$ cat src/rtl/mux8_rr_arbiter.sv
// Round-robin arbiter sharing one 1-bit 8:1 mux channel among eight requesters.
// Owns the mux select and returns the granted requester's data bit as a registered output.
module mux8_rr_arbiter #(
   parameter int unsigned MAX_BURST = 4
) (
   input  logic       clk,
   input  logic       rst,
   input  logic [7:0] req,
   input  logic [7:0] din,
   output logic [7:0] gnt,
   output logic [2:0] sel,
   output logic       busy,
   output logic       valid,
   output logic       dout
);

   typedef enum logic {IDLE, GRANT} state_t;

   localparam logic [3:0] BURST = 4'(MAX_BURST);

   state_t     state;
   logic [2:0] ptr;
   logic [3:0] cnt;

   logic [7:0] others;
   logic [7:0] cand;
   logic [2:0] idx;
   logic [2:0] pick;
   logic       pick_ok;
   logic       do_grant;
   logic       hit;

   // In GRANT the search excludes the current holder; ptr already sits at holder+1.
   always_comb begin
      others  = req & ~gnt;
      cand    = (state == IDLE) ? req : others;
      idx     = ptr;
      pick    = ptr;
      pick_ok = 1'b0;
      for (int unsigned k = 0; k < 8; k++) begin
         idx = ptr + 3'(k);
         if (!pick_ok && cand[idx]) begin
            pick    = idx;
            pick_ok = 1'b1;
         end
      end
      if (state == IDLE)
         do_grant = pick_ok;
      else
         do_grant = pick_ok && (!req[sel] || cnt == BURST);
   end

   assign hit  = (state == GRANT) && req[sel];
   assign busy = (state == GRANT);

   always_ff @(posedge clk) begin
      if (rst) begin
         state <= IDLE;
         gnt   <= '0;
         sel   <= '0;
         ptr   <= '0;
         cnt   <= '0;
         valid <= 1'b0;
         dout  <= 1'b0;
      end else begin
         valid <= hit;
         dout  <= hit && din[sel];
         if (do_grant) begin
            state <= GRANT;
            gnt   <= 8'd1 << pick;
            sel   <= pick;
            ptr   <= pick + 3'd1;
            cnt   <= 4'd1;
         end else if (state == GRANT && !req[sel]) begin
            state <= IDLE;
            gnt   <= '0;
         end else if (state == GRANT && cnt != BURST) begin
            cnt <= cnt + 4'd1;
         end
      end
   end

endmodule

$ cat config.mk
export PLATFORM = sky130hd
export DESIGN_NAME = mux8_rr_arbiter
export DESIGN_NICKNAME = d
export VERILOG_FILES = /design/src/rtl/mux8_rr_arbiter.sv
export SDC_FILE = /design/constraint.sdc
export NUM_CORES = 1
export LEC_CHECK = 0
export BUFFER_PORTS_ARGS = -buffer_cell sky130_fd_sc_hd__clkbuf_2
export CORE_ASPECT_RATIO = 0.75
export CORE_MARGIN = 3
export CORE_UTILIZATION = 51
export CTS_CLUSTER_SIZE = 25
export DETAILED_ROUTE_END_ITERATION = 10
export GPL_ROUTABILITY_DRIVEN = 0
export PLACE_DENSITY_LB_ADDON = 0.2
export SLEW_MARGIN = 0
export SYNTH_ARGS = -nofsm -noshare
export SYNTH_HDL_FRONTEND = slang
export SYNTH_SLANG_ARGS = --single-unit
$ cat constraint.sdc
create_clock -name clk -period 3.95 [get_ports clk]
set_clock_uncertainty 0.05 [all_clocks]
set_input_delay 0.395 -clock clk [delete_from_list [all_inputs] [get_ports clk]]
set_output_delay 0.395 -clock clk [all_outputs]
set_load 0.005 [all_outputs]
==> run_results.csv <==
group,metric,value,unit
pwr,internal_power,1.04,mW
clock_network,cts_inserted_buffers,3,
sta,worst_pin_slew,0.622,ns
pwr,clkPwrFrac,6.9,%
job,drv_cap,0,
detailed_routing,routedWlPerCell,17.6,um
clock_network,tritoncts,"built",
synthesis,synth_cells,213,
final_layout,drive_gt1_share,30.5,%
sta,min_period,3.66,ns
floorplan,die_h,60.5,um
run_status,status,"finished clean",
synthesis,yosysTopAreaCell,"dfxtp_1",
synthesis,ys_seq_area_share,20.8,%
global_routing,grt_max_degree,20,
detailed_routing,firstDrtPassIters,4,
final_layout,instances_no_fill,295,
global_routing,grt_use_total,22.6,%
min_path,hold_class,"flop to flop",
sta,setup_ws,0.290,ns
final_layout,area_delta_synth_final,12.8,%
global_routing,grt_pass1_vias,1637,
synthesis,ys_ff_latch,21,
global_routing,grt_pass1_wl,8320,um
synthesis,syn_avg_cell_area,9.47,um2
sta,grt_setup_unrepaired,"false",
place,pre_cts_ws,0.297,ns
worst_setup_path,critical_path_class,"flop to flop",
final_layout,fillers,347,
detailed_routing,drc,0,
global_routing,grt.overflow.total,0,
worst_setup_path,cp-end-kind,"flop",
worst_setup_path,startpoint_type,"flop",
final_layout,antenna_cells,0,
detailed_routing,avgViaCountPerCell,6.24,
detailed_routing,num_vias,1842,
clock_network,clkTransAtPathRegs,0.08,ns
synthesis,synth_ff_type,"dfxtp_1",
sta,fmax,273,MHz
synthesis,synth_edf_count,0,
detailed_routing,postRouteAntennaNets,0,
detailed_routing,drt-initial-drc-count,264,
place,post-dp-hpwl,4150,um
detailed_routing,routed_wl,5190,um
floorplan,start_util,54.0,%
floorplan,die_w,78.6,um
clock_network,cts.htree.levels,1,
place,dp_cells,291,
final_layout,multi_input_area,1490,um2
synthesis,synth_cell_types,62,
global_routing,antenna_found_initial,0,
synthesis,netlist_top_cells_area,"dfxtp_1, mux4_2, mux2i_1",
final_layout,seqCellArea,422,um2
worst_setup_path,cp.arrival,3.75,ns
worst_setup_path,path_max_fanout,14,
sta,finalCritPeriodShare,92.6,%
worst_setup_path,worst_ep_required_time,4.04,ns
pwr,power_switching,0.997,mW
clock_network,clk-insertion-delay-late,0.26,ns
pwr,power_density,896,nW/um2
synthesis,synth_top_cell_area_share,20.8,%
pwr,switching_share,48.9,%
synthesis,syn_area,2020,um2
floorplan,core-area,3730,um2
worst_setup_path,r2r_setup_slack,0.29,ns
sta,slew-limit-headroom,58.2,%
clock_network,cts_root_buffer,"clkbuf_8",
pwr,ir_drop,0.436,mV
pwr,p_seq_share,16.3,%
sta,fin_setup_tns,0,ns
floorplan,num_rows,19,
clock_network,cts_buffer_depth,2,
sta,slew_violations,0,
clock_network,cts.sinks,21,
synthesis,ys.warnings.count,0,
floorplan,ioPinCount,32,
synthesis,syn_nets,240,
synthesis,async_flop_share,0,%
pwr,leakagePower,0.955,nW
place,io_buffer_count,31,
clock_network,holdBufCountCts,0,
sta,setup_viol,0,
final_layout,nNetsFinal,271,
sta,finalHoldViolations,0,
pwr,combPwrFrac,76.7,%
floorplan,die-area,4750,um2
-- final timing paths --
| check | from | endpoint | cells past startpoint |
|---|---|---|---|
| max | ptr[0]$_SDFFE_PP0P_ | ptr[2]$_SDFFE_PP0P_ | 14 |
| min | cnt[3]$_SDFFE_PP0P_ | cnt[3]$_SDFFE_PP0P_ | 2 |
| max reg2reg | ptr[0]$_SDFFE_PP0P_ | ptr[2]$_SDFFE_PP0P_ | 14 |
| min reg2reg | cnt[3]$_SDFFE_PP0P_ | cnt[3]$_SDFFE_PP0P_ | 2 |
-- cells in the final DEF, fill, tap and decap left out, drive strengths merged, types with 6 or more instances in the layout --
cell	Yosys	routed
clkbuf	7	34
ha	9	9
nor3	7	7
dfxtp	21	21
nand2	15	15
inv	8	8
mux2	6	6
a21oi	9	9
a21boi	8	8
mux2i	18	18
buf	6	8
nor2	17	17
mux4	13	13
-- synthesized netlist by cell type, drive strengths merged (3+ instances only) --
cell type / count
a21boi: 8
xnor2: 3
o21ai: 5
nor3: 7
nor2: 17
mux2i: 18
inv: 8
nand2b: 3
and3: 3
mux2: 6
ha: 9
nand2: 15
a22o: 4
o221ai: 3
a32o: 4
o211ai: 3
a211oi: 5
mux4: 13
nor2b: 4
dfxtp: 21
clkbuf: 7
a21oi: 9
buf: 6
-- registers in the layout (all words and copies together) (netlist names) --
name,count
valid,1
ptr,3
sel,3
gnt,8
dout,1
busy,1
cnt,4
-- through the flow --
step	util (%)	area, um2	hold WS, ns	total power [mW]
final	61.0	2280	0.438	2.04
after global routing	61.0	2280	0.467	2.19
after CTS	61.0	2280	0.441	2.00
after detailed placement	59.8	2230	0.426	1.85
after global placement	59.8	2230	0.414	1.87
after floorplan	-	2020	0.400	1.49
-- what timing repair did --
item | CTS | global route
setup endpoints to repair | 0 | 1
setup buffers | 0 | 0
resized for setup | 0 | 2
-- critical path: stages (launching register included) --
cell and delay [ns]:
dfxtp_1 0.34, buf_4 0.21, ha_1 0.22, xnor2_1 0.37
buf_4 0.25, mux4_2 0.39, a221o_1 0.35, o32ai_1 0.13
a21oi_1 0.10, mux2i_1 0.30, inv_1 0.13, ha_1 0.24
ha_1 0.27, mux2i_1 0.13, nor2_1 0.06
-- power by group through the flow --
stage          clock [mW]  combinational [mW]  sequential [mW]
2_1_floorplan           0                1.18            0.308
3_3_place_gp            0                1.53            0.337
3_5_place_dp            0                1.51            0.337
4_1_cts             0.143                1.52            0.332
5_1_grt             0.150                1.70            0.342
6_report            0.141                1.57            0.333
-- area by class of cell --
type	instances	share of cell area, %
Clock inverter	1	0.220
Sequential cell	21	18.5
Timing Repair Buffer	39	9.46
Clock buffer	3	1.81
Multi-Input combinational cell	170	65.5
Inverter	9	1.59
Tap cell	52	2.86
-- routing by layer --
metal / vias to the layer above / global-route usage [%] / routed length [um]
met1: 871 / 35.1 / 2400
met5: - / 0 / 0
li1: 873 / - / -
met4: 0 / 1.50 / 6
met3: 4 / 6.68 / 691
met2: 94 / 32.0 / 2090
-- kinds of logic (layout without fill, tap and decap cells) --
group,count (synthesis),count (layout),synth area share (%)
compound gates,57,57,21.6
xor+xnor,5,5,2.17
fa+ha+maj,9,9,5.58
buf+inv,22,52,5.02
flops,21,21,20.8
mux,37,37,27.2
simple gates,62,62,17.6
Power figures use the tool's default switching activity.
